===== src/rtl/uart_rx_fifo.sv =====
// uart_rx_fifo: byte FIFO behind the UART receiver with valid/ready head, occupancy and overflow status; UART_RX_FIFO_OVF_CNT_EN adds a saturating dropped-byte counter
module uart_rx_fifo #(
  parameter int DEPTH = 16,
  parameter int AF_LEVEL = 12
) (
  input  logic                     clk,
  input  logic                     resetn,
  input  logic [7:0]               rx_data_i,
  input  logic                     rx_done_i,
  output logic [7:0]               m_data_o,
  output logic                     m_valid_o,
  input  logic                     m_ready_i,
  output logic [$clog2(DEPTH):0]   count_o,
  output logic                     empty_o,
  output logic                     full_o,
  output logic                     almost_full_o,
  output logic                     overflow_o,
  input  logic                     ovf_clr_i
`ifdef UART_RX_FIFO_OVF_CNT_EN
  ,
  output logic [7:0]               ovf_cnt_o
`endif
);
  localparam int AW = $clog2(DEPTH);
  localparam logic [AW:0] AF_C = (AW+1)'(AF_LEVEL);
  logic [7:0] mem [DEPTH];
  logic [AW:0] wr_ptr, rd_ptr;
  logic pop, push, drop;
  // status and head are pure functions of the registered pointers
  always_comb begin
    count_o = wr_ptr - rd_ptr;
    empty_o = wr_ptr == rd_ptr;
    full_o = (wr_ptr[AW-1:0] == rd_ptr[AW-1:0]) && (wr_ptr[AW] != rd_ptr[AW]);
    almost_full_o = count_o >= AF_C;
    m_valid_o = !empty_o;
    m_data_o = empty_o ? 8'h00 : mem[rd_ptr[AW-1:0]];
    pop = m_valid_o && m_ready_i;
    push = rx_done_i && (!full_o || pop);
    drop = rx_done_i && full_o && !pop;
  end
  // storage array, deliberately left unreset
  always_ff @(posedge clk)
    if (push) mem[wr_ptr[AW-1:0]] <= rx_data_i;
  // pointers and sticky overflow; a drop beats a concurrent clear
  always_ff @(posedge clk)
    if (!resetn) begin
      wr_ptr <= '0;
      rd_ptr <= '0;
      overflow_o <= 1'b0;
    end else begin
      if (push) wr_ptr <= wr_ptr + 1'b1;
      if (pop) rd_ptr <= rd_ptr + 1'b1;
      if (drop) overflow_o <= 1'b1;
      else if (ovf_clr_i) overflow_o <= 1'b0;
    end
`ifdef UART_RX_FIFO_OVF_CNT_EN
  // saturating drop counter; a drop in the clearing cycle restarts it at 1
  always_ff @(posedge clk)
    if (!resetn) ovf_cnt_o <= 8'h00;
    else if (drop) ovf_cnt_o <= ovf_clr_i ? 8'h01 : (ovf_cnt_o == 8'hFF ? 8'hFF : ovf_cnt_o + 8'h01);
    else if (ovf_clr_i) ovf_cnt_o <= 8'h00;
`endif
endmodule


===== config.mk =====
export PLATFORM = sky130hd
export DESIGN_NAME = uart_rx_fifo
export DESIGN_NICKNAME = d
export VERILOG_FILES = /design/src/rtl/uart_rx_fifo.sv
export SDC_FILE = /design/constraint.sdc
export NUM_CORES = 1
export LEC_CHECK = 0
export BUFFER_PORTS_ARGS = -buffer_cell sky130_fd_sc_hd__buf_2
export CORE_MARGIN = 10
export CORE_UTILIZATION = 63
export CTS_BUF_LIST = sky130_fd_sc_hd__clkbuf_4 sky130_fd_sc_hd__clkbuf_8
export CTS_CLUSTER_SIZE = 25
export DETAILED_ROUTE_END_ITERATION = 16
export PLACE_DENSITY = 0.89
export REMOVE_ABC_BUFFERS = 1
export SYNTH_ARGS = -nofsm -noshare
export SYNTH_HDL_FRONTEND = slang
export SYNTH_SLANG_ARGS = --single-unit

===== constraint.sdc =====
create_clock -name clk -period 2.3 [get_ports clk]
set_input_delay 0.345 -clock clk [delete_from_list [all_inputs] [get_ports clk]]
set_output_delay 0.345 -clock clk [all_outputs]
set_load 0.05 [all_outputs]

Yosys cells after proc, flatten, opt, wreduce, memory -nomap -nowiden

Memory sizes are Yosys's and may differ from the RTL's. A register that Yosys moved wholly into a read port is not among the register bits.
Cells that the tools add are included.

Add/sub/neg operators: 3
Order comparisons: 1
Equal/unequal tests: 3
Mux-type cells: 7
Reductions and logical operators: 10

Operator list:

| operator                                                           | number |
|---|---|
| adder 5 x 1 -> 5 bit (second input constant)                       | 2 |
| 2-to-1 mux 4 bit                                                   | 2 |
| 2-to-1 mux 8 bit                                                   | 1 |
| equality test 5 bit                                                | 1 |
| greater-or-equal comparator 5 x 4 -> 1 bit (second input constant) | 1 |
| logical AND 1 bit                                                  | 5 |
| subtractor 5 bit                                                   | 1 |
| equality test 4 bit                                                | 1 |
| 2-to-1 mux 1 bit                                                   | 4 |
| zero test 1 bit                                                    | 3 |
| nonzero test 2 bit                                                 | 1 |
| logical OR 1 bit                                                   | 1 |
| != test 1 bit                                                      | 1 |

Flip-flop bits (word level): 11
Memory bits (writable): 128
Input port bits: 13
Output and inout port bits: 18
Memories kept: 1

Memory list:

| memory | words | bits a word | rd ports | clocked after memory_dff | wr ports | RTL line | text |
|---|---|---|---|---|---|---|---|
| mem    | 16    | 8           | 1        | 1                        | 1        | 26       | `logic [7:0] mem [DEPTH];` |

Logic depth before layout (Yosys ltp)

Gate-level depths: netlist of run 1.

Depth in word-level cells: 7
Gate-level depth with buffers: 8
Mapped depth without buffers: 8

Least setup slack after synthesis of run 1

No wires, ideal clock.

Path kind: reg2out
Start: register wr_ptr[0]
End: output m_data_o[0]
Arrival time: 2636 ps
Data required time: 1955 ps
Slack: -681 ps
Cell stages (with the launch flop): 8
Cell sequence: dfxtp_1 > inv_1 > ha_1 > and4_1 > nand2_1 > clkbuf_1 > o21ai_0 > a21oi_1

Longest elaborated chain between the ends: 2

RTL lines:

| element                | RTL line | text |
|---|---|---|
| start, declared        | 27       | `logic [AW:0] wr_ptr, rd_ptr;` |
| start signal, assigned | 51       | `if (push) wr_ptr <= wr_ptr + 1'b1;` |
| equality test 5 bit    | 32       | `empty_o = wr_ptr == rd_ptr;` |
| 2-to-1 mux 8 bit       | 36       | `m_data_o = empty_o ? 8'h00 : mem[rd_ptr[AW-1:0]];` |
| end, declared          | 10       | `output logic [7:0] m_data_o,` |

Every way passes these cells.

==> metrics.cfg, run 1 <==
[status]
status = finished, violations left
violations = setup timing

[setup_path]
r2r_cells = 4
crit_end = m_data_o[4]
worst-path-buf-inv = 2
cp_data_arrival_time_ns = 2.23
cp-end-kind = primary output
cp.depth = 6
critPathKind = reg -> out
critical-path-slowest-cell = mux4_2
crit_required_ns = 1.96
critPathMaxStageDelay_ns = 0.55
r2r-end = mem[3][1]
crit_family = multiplexers
path_common_cell = buf_6
worstSetupStartpointType = register
crit_fanout = 5
crit-reg2reg-launch = wr_ptr[4]
r2r_setup_slack_ns = 0.06
path_cells = buf_6 > mux4_2 > mux2_4 > o21ai_4 > a21oi_2 > buf_6

[clocking]
clk_latency_ns = 0.44
htreeDepth = 4
cts_sinks = 143
clkTransAtPathRegs_ns = 0.09
clock_path_buffers = 2
cts_tree = built
cts-root-buf = clkbuf_8
cts_made_buffers = 17

[die]
fp.dieArea_um2 = 13690
die_h_um = 117.0
initial_core_util_pct = 64.44
io_pins = 31
coreArea_um2 = 9196
fp.dieW_um = 117.0
core.rowCount = 35

[finish]
fin_nets = 398
drive_above_1_share_pct = 44.59
antenna_cells = 0
syn2layout_area_growth_pct = 17.88

[logic_synthesis]
netlist_instances = 314
synthArstFlopShare_pct = 0
yosysSeqAreaShare_pct = 69.93
synth_area_leaders = edfxtp_1, mux4_2, mux4_1, dfxtp_1, ha_1
netlist_area_um2 = 5926
synth-edff-count = 128
synth_flop_cell = edfxtp_1
yosysUniqueCellTypes = 38
synth_warnings = 0
ys_seq_elements = 143
yosys.area.top_type_share_pct = 64.86
syn_area_per_cell_um2 = 18.87
yosys.area.top_type = edfxtp_1

[timing]
period_minus_slack_ns = 2.574
fin_skew_ns = 0.01535
fin_ws_ns = -0.2743
hold_viol = 0
slew_viol_final = 0
setup_viol = 11
grt_setup_unrepaired = true
worst_pin_slew_ns = 0.9333
finalHoldWorstSlack_ns = 0.1880
relSlewSlack_pct = 37.69
fin_crit_sh_pct = 111.9
max_freq_ghz = 0.3885

[detailed_routing]
drt-vias-per-instance = 6.291
drtIter0Drc = 298
vias = 3139
ant_nets = 0
dr.pass1.iters = 5
drc = 0
wl_per_cell_um = 24.73
finalWirelength_um = 12340

[worst_hold_path]
min_path_type = in -> reg
hp-start = rx_done_i

[global_route]
grt_max_degree = 25
grt_pass1_wl_um = 19120
grt-ovfl-total = 0
first_global_vias = 3405
grtUsageTotal_pct = 19.34
antenna_found_initial = 0

[placed_design]
io_buffers = 30
routabilityCongestion = 0.8114
dpl.hpwl_um = 7379

[power_and_ir_drop]
totalPowerFinal_uw = 6379
leakagePower_uw = 0.002391
powerDensity_nw_per_um2 = 913.2
ir_drop_mv = 0.8176

[flow_run]
drv_cap = 0

logic make-up after synthesis:
logic type	Yosys count	share of synthesized area, %
AND/OR/NAND/NOR	48	4.920
flip-flops	143	69.93
multiplexers	50	16.20
AO/OA/AOI/OAI	31	2.998
XOR/XNOR	9	1.457
adder cells (fa/ha/maj)	10	2.238
buffers and inverters	23	2.259
routing by layer:
| layer | global-route usage, % | up-vias | part of all wire (%) |
|---|---|---|---|
| li1 | - | 1378 | - |
| met1 | 23.21 | 1598 | 38 |
| met2 | 33.71 | 148 | 54 |
| met3 | 4.230 | 15 | 6.3 |
| met4 | 6.919 | 0 | 1.5 |
| met5 | 0 | - | 0 |
worst min-delay path by stage:
stage                     cells past startpoint         end  slack (ns)
final                                         3  overflow_o        0.19
after global routing                          3  overflow_o        0.20
after CTS                                     3  overflow_o        0.16
after detailed placement                      2   wr_ptr[4]        0.53
after global placement                        2   wr_ptr[4]        0.52
after floorplan                               0   mem[0][0]        0.44
area by class of cell:
class,instances,area (um^2)
Sequential cell,143,4158
Fill cell,488,2211
Multi-Input combinational cell,148,1805
Timing Repair Buffer,57,476.7
Clock buffer,19,249.0
Tap cell,111,138.9
Clock inverter,13,127.6
Inverter,8,30.03
Yosys cell counts (all sizes together), types with 6 or more instances:
master	n
edfxtp	128
mux4	32
dfxtp	15
a21oi	12
and2	12
and3	12
buf	11
o21ai	11
mux2i	10
ha	9
inv	8
mux2	8
xnor2	6
tightest hold or removal path: stages:
cell,delay [ns]
buf_2,0.10
a21oi_1,0.05
nor2b_1,0.10
registers in the layout, indices dropped and copies added (netlist names), named ones only:
signal	cells
wr_ptr	5
rd_ptr	5
overflow_o	1
mem	128
power breakdown:
part | switching [uW] | leakage, uW | total, uW | internal, uW
Combinational | 911 | 0.000909 | 1590 | 679
Sequential | 31.8 | 0.00128 | 2900 | 2870
Clock | 980 | 0.000200 | 1890 | 906
through the flow:
| stage | TNS [ns] | cells | util [%] | area (um^2) | setup WS, ns |
|---|---|---|---|---|---|
| 6_report | -2.470 | 499 | 75.96 | 6985 | -0.2743 |
| 3_5_place_dp | -0.02356 | 458 | 68.33 | 6284 | -0.02356 |
| 5_1_grt | -3.307 | 499 | 75.96 | 6985 | -0.3309 |
| 2_1_floorplan | -4.592 | 299 | - | 5822 | -0.5335 |
| 3_3_place_gp | 0 | 458 | 68.33 | 6284 | 0.09252 |
| 4_1_cts | -2.824 | 500 | 75.76 | 6967 | -0.3313 |
cells in the final DEF (no fill, tap or decap), drive strengths merged, types with 11 or more instances in the layout:
cell and count:
o21ai 11, mux4 32, buf 57, clkbuf 19, dfxtp 15, and3 12, inv 17, edfxtp 128
a21oi 12, and2 12
what timing repair did:
| action | CTS | global route |
|---|---|---|
| gates resized for setup | 84 | 23 |
| pin swaps | 6 | 6 |
| buffers inserted | 8 | 2 |
| cloned | 2 | 0 |
| endpoints found under the setup margin | 14 | 94 |
| hold buffers | 0 | 0 |
(Power assumes the default switching activity.)
==> run 2: changes to the inputs <==
--- a/config.mk
+++ b/config.mk
@@ -7,11 +7,11 @@
 export LEC_CHECK = 0
 export BUFFER_PORTS_ARGS = -buffer_cell sky130_fd_sc_hd__buf_2
 export CORE_MARGIN = 10
-export CORE_UTILIZATION = 63
+export CORE_UTILIZATION = 59
 export CTS_BUF_LIST = sky130_fd_sc_hd__clkbuf_4 sky130_fd_sc_hd__clkbuf_8
 export CTS_CLUSTER_SIZE = 25
 export DETAILED_ROUTE_END_ITERATION = 16
-export PLACE_DENSITY = 0.89
+export PLACE_DENSITY = 0.84
 export REMOVE_ABC_BUFFERS = 1
 export SYNTH_ARGS = -nofsm -noshare
 export SYNTH_HDL_FRONTEND = slang
==> metrics.cfg, run 2 (synthesis gave the netlist of run 1 again) <==
[die]
core.rowCount = 36
coreArea_um2 = 9774
fp.dieW_um = 120.2
fp.dieArea_um2 = 14450
die_h_um = 120.2
io_pins = 31
initial_core_util_pct = 60.62

[worst_hold_path]
min_to = overflow_o
hp-start = rx_done_i
hold_depth = 3
min_path_type = in -> reg

[status]
status = finished, violations left
violations = setup timing

[finish]
fin_nets = 401
layout_commonest_cell = edfxtp_1
fin_util_pct = 73.81
layout_common_cells = edfxtp_1, mux4_2, buf_4
drive_above_1_share_pct = 43.59
syn2layout_area_growth_pct = 21.75
antenna_cells = 0
largest_reg_flops = 128

[global_route]
first_global_vias = 3355
grtUsageTotal_pct = 16.83
grt-ovfl-total = 0
antenna_found_initial = 0
grt_pass1_wl_um = 18490
grt_max_degree = 25

[clocking]
clock_path_buffers = 2
cts_tree = built
cts-root-buf = clkbuf_8
clk_latency_ns = 0.43
cts_made_buffers = 17
clkTransAtPathRegs_ns = 0.08
cts_hold_buf = 0
cts_sinks = 143
htreeDepth = 4

[power_and_ir_drop]
totalPowerFinal_uw = 6673
powerDensity_nw_per_um2 = 925.0
leakagePower_uw = 0.002466
ir_drop_mv = 0.5739

[setup_path]
crit_required_ns = 1.96
crit-reg2reg-launch = wr_ptr[4]
r2r_setup_slack_ns = 0.20
cp-end-kind = primary output
cp_data_arrival_time_ns = 2.22
r2r_cells = 5
r2r-end = mem[4][2]
worstSetupStartpointType = register
critPathKind = reg -> out
crit_fanout = 4

[timing]
grt_setup_unrepaired = true
fin_skew_ns = 0.01252
fin_ws_ns = -0.2644
hold_viol = 0
fin_crit_sh_pct = 111.5
period_minus_slack_ns = 2.564
setup_viol = 11
relSlewSlack_pct = 63.04
worst_pin_slew_ns = 0.5516
finalHoldWorstSlack_ns = 0.2121
slew_viol_final = 0
max_freq_ghz = 0.3900

[placed_design]
io_buffers = 30
dpl.hpwl_um = 7023
routabilityCongestion = 0.8328

[detailed_routing]
ant_nets = 0
dr.pass1.iters = 4
wl_per_cell_um = 22.74
finalWirelength_um = 11890
vias = 3092
drtIter0Drc = 218
drc = 0
drt-vias-per-instance = 5.912

[flow_run]
drv_cap = 0

## run 2: changes by cell type in the layout (fill, tap and decap cells not counted), sizes merged
cell      delta
clkbuf       -2
bufinv       +3
buf          +3
inv          -2
clkinvlp     +1
clkinv       -1
## run 2: per-stage QoR
stage | setup TNS, ns | instance area [um^2] | setup slack, ns | std cells
global route | -2.998 | 7214 | -0.3284 | 523
CTS | -2.539 | 7161 | -0.3017 | 524
detailed placement | 0 | 6436 | 0.06587 | 485
global placement | 0 | 6436 | 0.1269 | 485
floorplan | -4.592 | 5822 | -0.5335 | 299
finish | -2.164 | 7214 | -0.2644 | 523
## run 2: cell type report
class / instances / area (um^2)
Clock buffer: 17 / 234.0
Clock inverter: 14 / 201.4
Fill cell: 568 / 2560
Inverter: 8 / 32.53
Multi-Input combinational cell: 148 / 1790
Sequential cell: 143 / 4158
Tap cell: 133 / 166.4
Timing Repair Buffer: 60 / 631.9
## run 2: worst max path at each step
stage,slack (ns),to,cells past startpoint
2_1_floorplan,-0.53,m_data_o[0],4
3_3_place_gp,0.13,m_data_o[3],8
3_5_place_dp,0.07,m_data_o[3],8
4_1_cts,-0.30,m_data_o[2],7
5_1_grt,-0.33,m_data_o[1],7
6_report,-0.26,m_data_o[0],7
## run 2: routing by layer
layer	track usage (%)	share of wire [%]	wire, um
met5	0	0	0
met4	4.600	0.99	118
met3	4.886	5.0	593
met2	28.58	53	6326
met1	20.70	41	4853
## run 2: where the power goes
group          switching (uW)  internal [uW]
registers                30.5           2870
clock network             973           1200
logic                     904            693
## run 2: worst max-delay path, stage by stage, from the launching register on
cell and delay [ns]:
dfxtp_4 0.41, buf_16 0.14, buf_12 0.10, mux4_2 0.49, mux2_4 0.28, o21ai_2 0.13, a21oi_1 0.06, buf_4 0.19
## run 2: repair_timing
action                     in CTS  in global routing
gates resized for setup        78                 23
hold endpoints to repair        0                  0
setup endpoints to repair      14                 14
pin swaps                      10                  9
buffers inserted                7                  0
gates cloned                    2                  0
==> run 3: changes to the inputs <==
--- a/config.mk
+++ b/config.mk
@@ -7,11 +7,11 @@
 export LEC_CHECK = 0
 export BUFFER_PORTS_ARGS = -buffer_cell sky130_fd_sc_hd__buf_2
 export CORE_MARGIN = 10
-export CORE_UTILIZATION = 59
+export CORE_UTILIZATION = 32
 export CTS_BUF_LIST = sky130_fd_sc_hd__clkbuf_4 sky130_fd_sc_hd__clkbuf_8
 export CTS_CLUSTER_SIZE = 25
 export DETAILED_ROUTE_END_ITERATION = 16
-export PLACE_DENSITY = 0.84
+export PLACE_DENSITY = 0.54
 export REMOVE_ABC_BUFFERS = 1
 export SYNTH_ARGS = -nofsm -noshare
 export SYNTH_HDL_FRONTEND = slang
==> constraint.sdc (replaced) <==
create_clock -name clk -period 2.3 [get_ports clk]
set_input_delay 0.345 -clock clk [delete_from_list [all_inputs] [get_ports clk]]
set_output_delay 0.345 -clock clk [all_outputs]
set_load 0.1 [all_outputs]
==> metrics.cfg, run 3 (synthesis gave the netlist of run 1 again) <==
[detailed_routing]
finalWirelength_um = 12330
drtIter0Drc = 189
dr.pass1.iters = 4
vias = 3048
drt-vias-per-instance = 4.916
wl_per_cell_um = 19.88
drc = 0
ant_nets = 0

[finish]
fin_util_pct = 40.80
fin_nets = 401
regArea_um2 = 4155
syn2layout_area_growth_pct = 24.54
layout_commonest_cell = edfxtp_1
layout_common_cells = edfxtp_1, mux4_2, buf_4
multiInputGateArea_um2 = 1818
fillers = 1603
antenna_cells = 0
largest_reg_flops = 128
final_cells = 620
drive_above_1_share_pct = 42.97

[setup_path]
cp-end-kind = primary output
worstSetupStartpointType = register
crit_required_ns = 1.96
critPathKind = reg -> out
r2r_cells = 4
crit_fanout = 10
cp_data_arrival_time_ns = 2.26

[clocking]
cts-root-buf = clkbuf_8
clk_latency_ns = 0.44
clkTransAtPathRegs_ns = 0.08
cts_made_buffers = 17
cts_tree = built
htreeDepth = 4
cts_sinks = 143
clock_path_buffers = 2

[timing]
period_minus_slack_ns = 2.600
setup_viol = 11
worst_pin_slew_ns = 0.7454
fin_skew_ns = 0.009843
fin_ws_ns = -0.3003
relSlewSlack_pct = 50.24
hold_viol = 0
slew_viol_final = 0
grt_setup_unrepaired = true
fin_crit_sh_pct = 113.1
max_freq_ghz = 0.3846

[global_route]
first_global_vias = 3278
grtUsageTotal_pct = 10.60
grt_pass1_wl_um = 19180
antenna_found_initial = 0
grt_max_degree = 25
grt-ovfl-total = 0

[placed_design]
dp.cells = 586
io_buffers = 30
routabilityCongestion = 0.7919
dpl.hpwl_um = 7878

[die]
die_h_um = 156.1
io_pins = 31
fp.dieW_um = 156.1
fp.dieArea_um2 = 24360
coreArea_um2 = 18090
initial_core_util_pct = 32.76
core.rowCount = 49

[power_and_ir_drop]
powerDensity_nw_per_um2 = 986.9
ir_drop_mv = 0.9220
leakagePower_uw = 0.002473

[flow_run]
drv_cap = 0

[status]
violations = setup timing
status = finished, violations left

[worst_hold_path]
hold_depth = 3
min_path_type = in -> reg

run 3: timing repair:
action                                  in CTS  in global routing
resized for setup                           52                 40
hold buffers                                 0                  0
endpoints found under the setup margin      24                127
buffers inserted                             1                  1
pin swaps                                    7                  8
run 3: worst paths after layout:
kind | startpoint | end | slack (ns)
max | register | m_data_o[4] | -0.30
min | rx_done_i | overflow_o | 0.20
min reg2reg | wr_ptr[4] | wr_ptr[4] | 0.60
max reg2reg | wr_ptr[4] | mem[1][0] | 0.11
run 3: per-stage QoR:
step | setup TNS, ns | hold slack (ns) | setup WS (ns) | total power, uW | cell area (um^2)
2_1_floorplan | -15.28 | 0.4439 | -1.514 | 4217 | 5822
3_3_place_gp | -0.2046 | 0.5244 | -0.08106 | 4833 | 6613
3_5_place_dp | -0.1491 | 0.5382 | -0.05315 | 4839 | 6613
4_1_cts | -3.455 | 0.1603 | -0.3475 | 7241 | 7241
5_1_grt | -3.972 | 0.1824 | -0.4065 | 7558 | 7380
6_report | -2.673 | 0.1953 | -0.3003 | 7283 | 7380
run 3: layout make-up:
type | count | area share (%)
timing repair buffer | 60 | 8.630
multi-input combinational | 148 | 24.64
tap | 229 | 3.883
clock buffer | 17 | 3.171
sequential | 143 | 56.31
clock inverter | 15 | 2.967
inverter | 8 | 0.4069
run 3: power breakdown:
part / total [uW] / internal [uW] / switching (uW)
Sequential: 2900 / 2870 / 23.3
Clock: 2220 / 1290 / 938
Combinational: 2160 / 832 / 1330
run 3: metal layers:
metal	wire length, um	track usage [%]	part of all wire [%]
met5	0	0	0
met4	144	3.372	1.2
met3	707	3.832	5.7
met2	5721	16.17	46
met1	5750	13.77	47
run 3: worst max-delay path, cell delays in order (launching register included):
cell	delay, ns
dfxtp_4	0.38
buf_12	0.15
mux4_1	0.54
mux2_2	0.29
o21ai_2	0.13
a21oi_2	0.09
buf_12	0.23
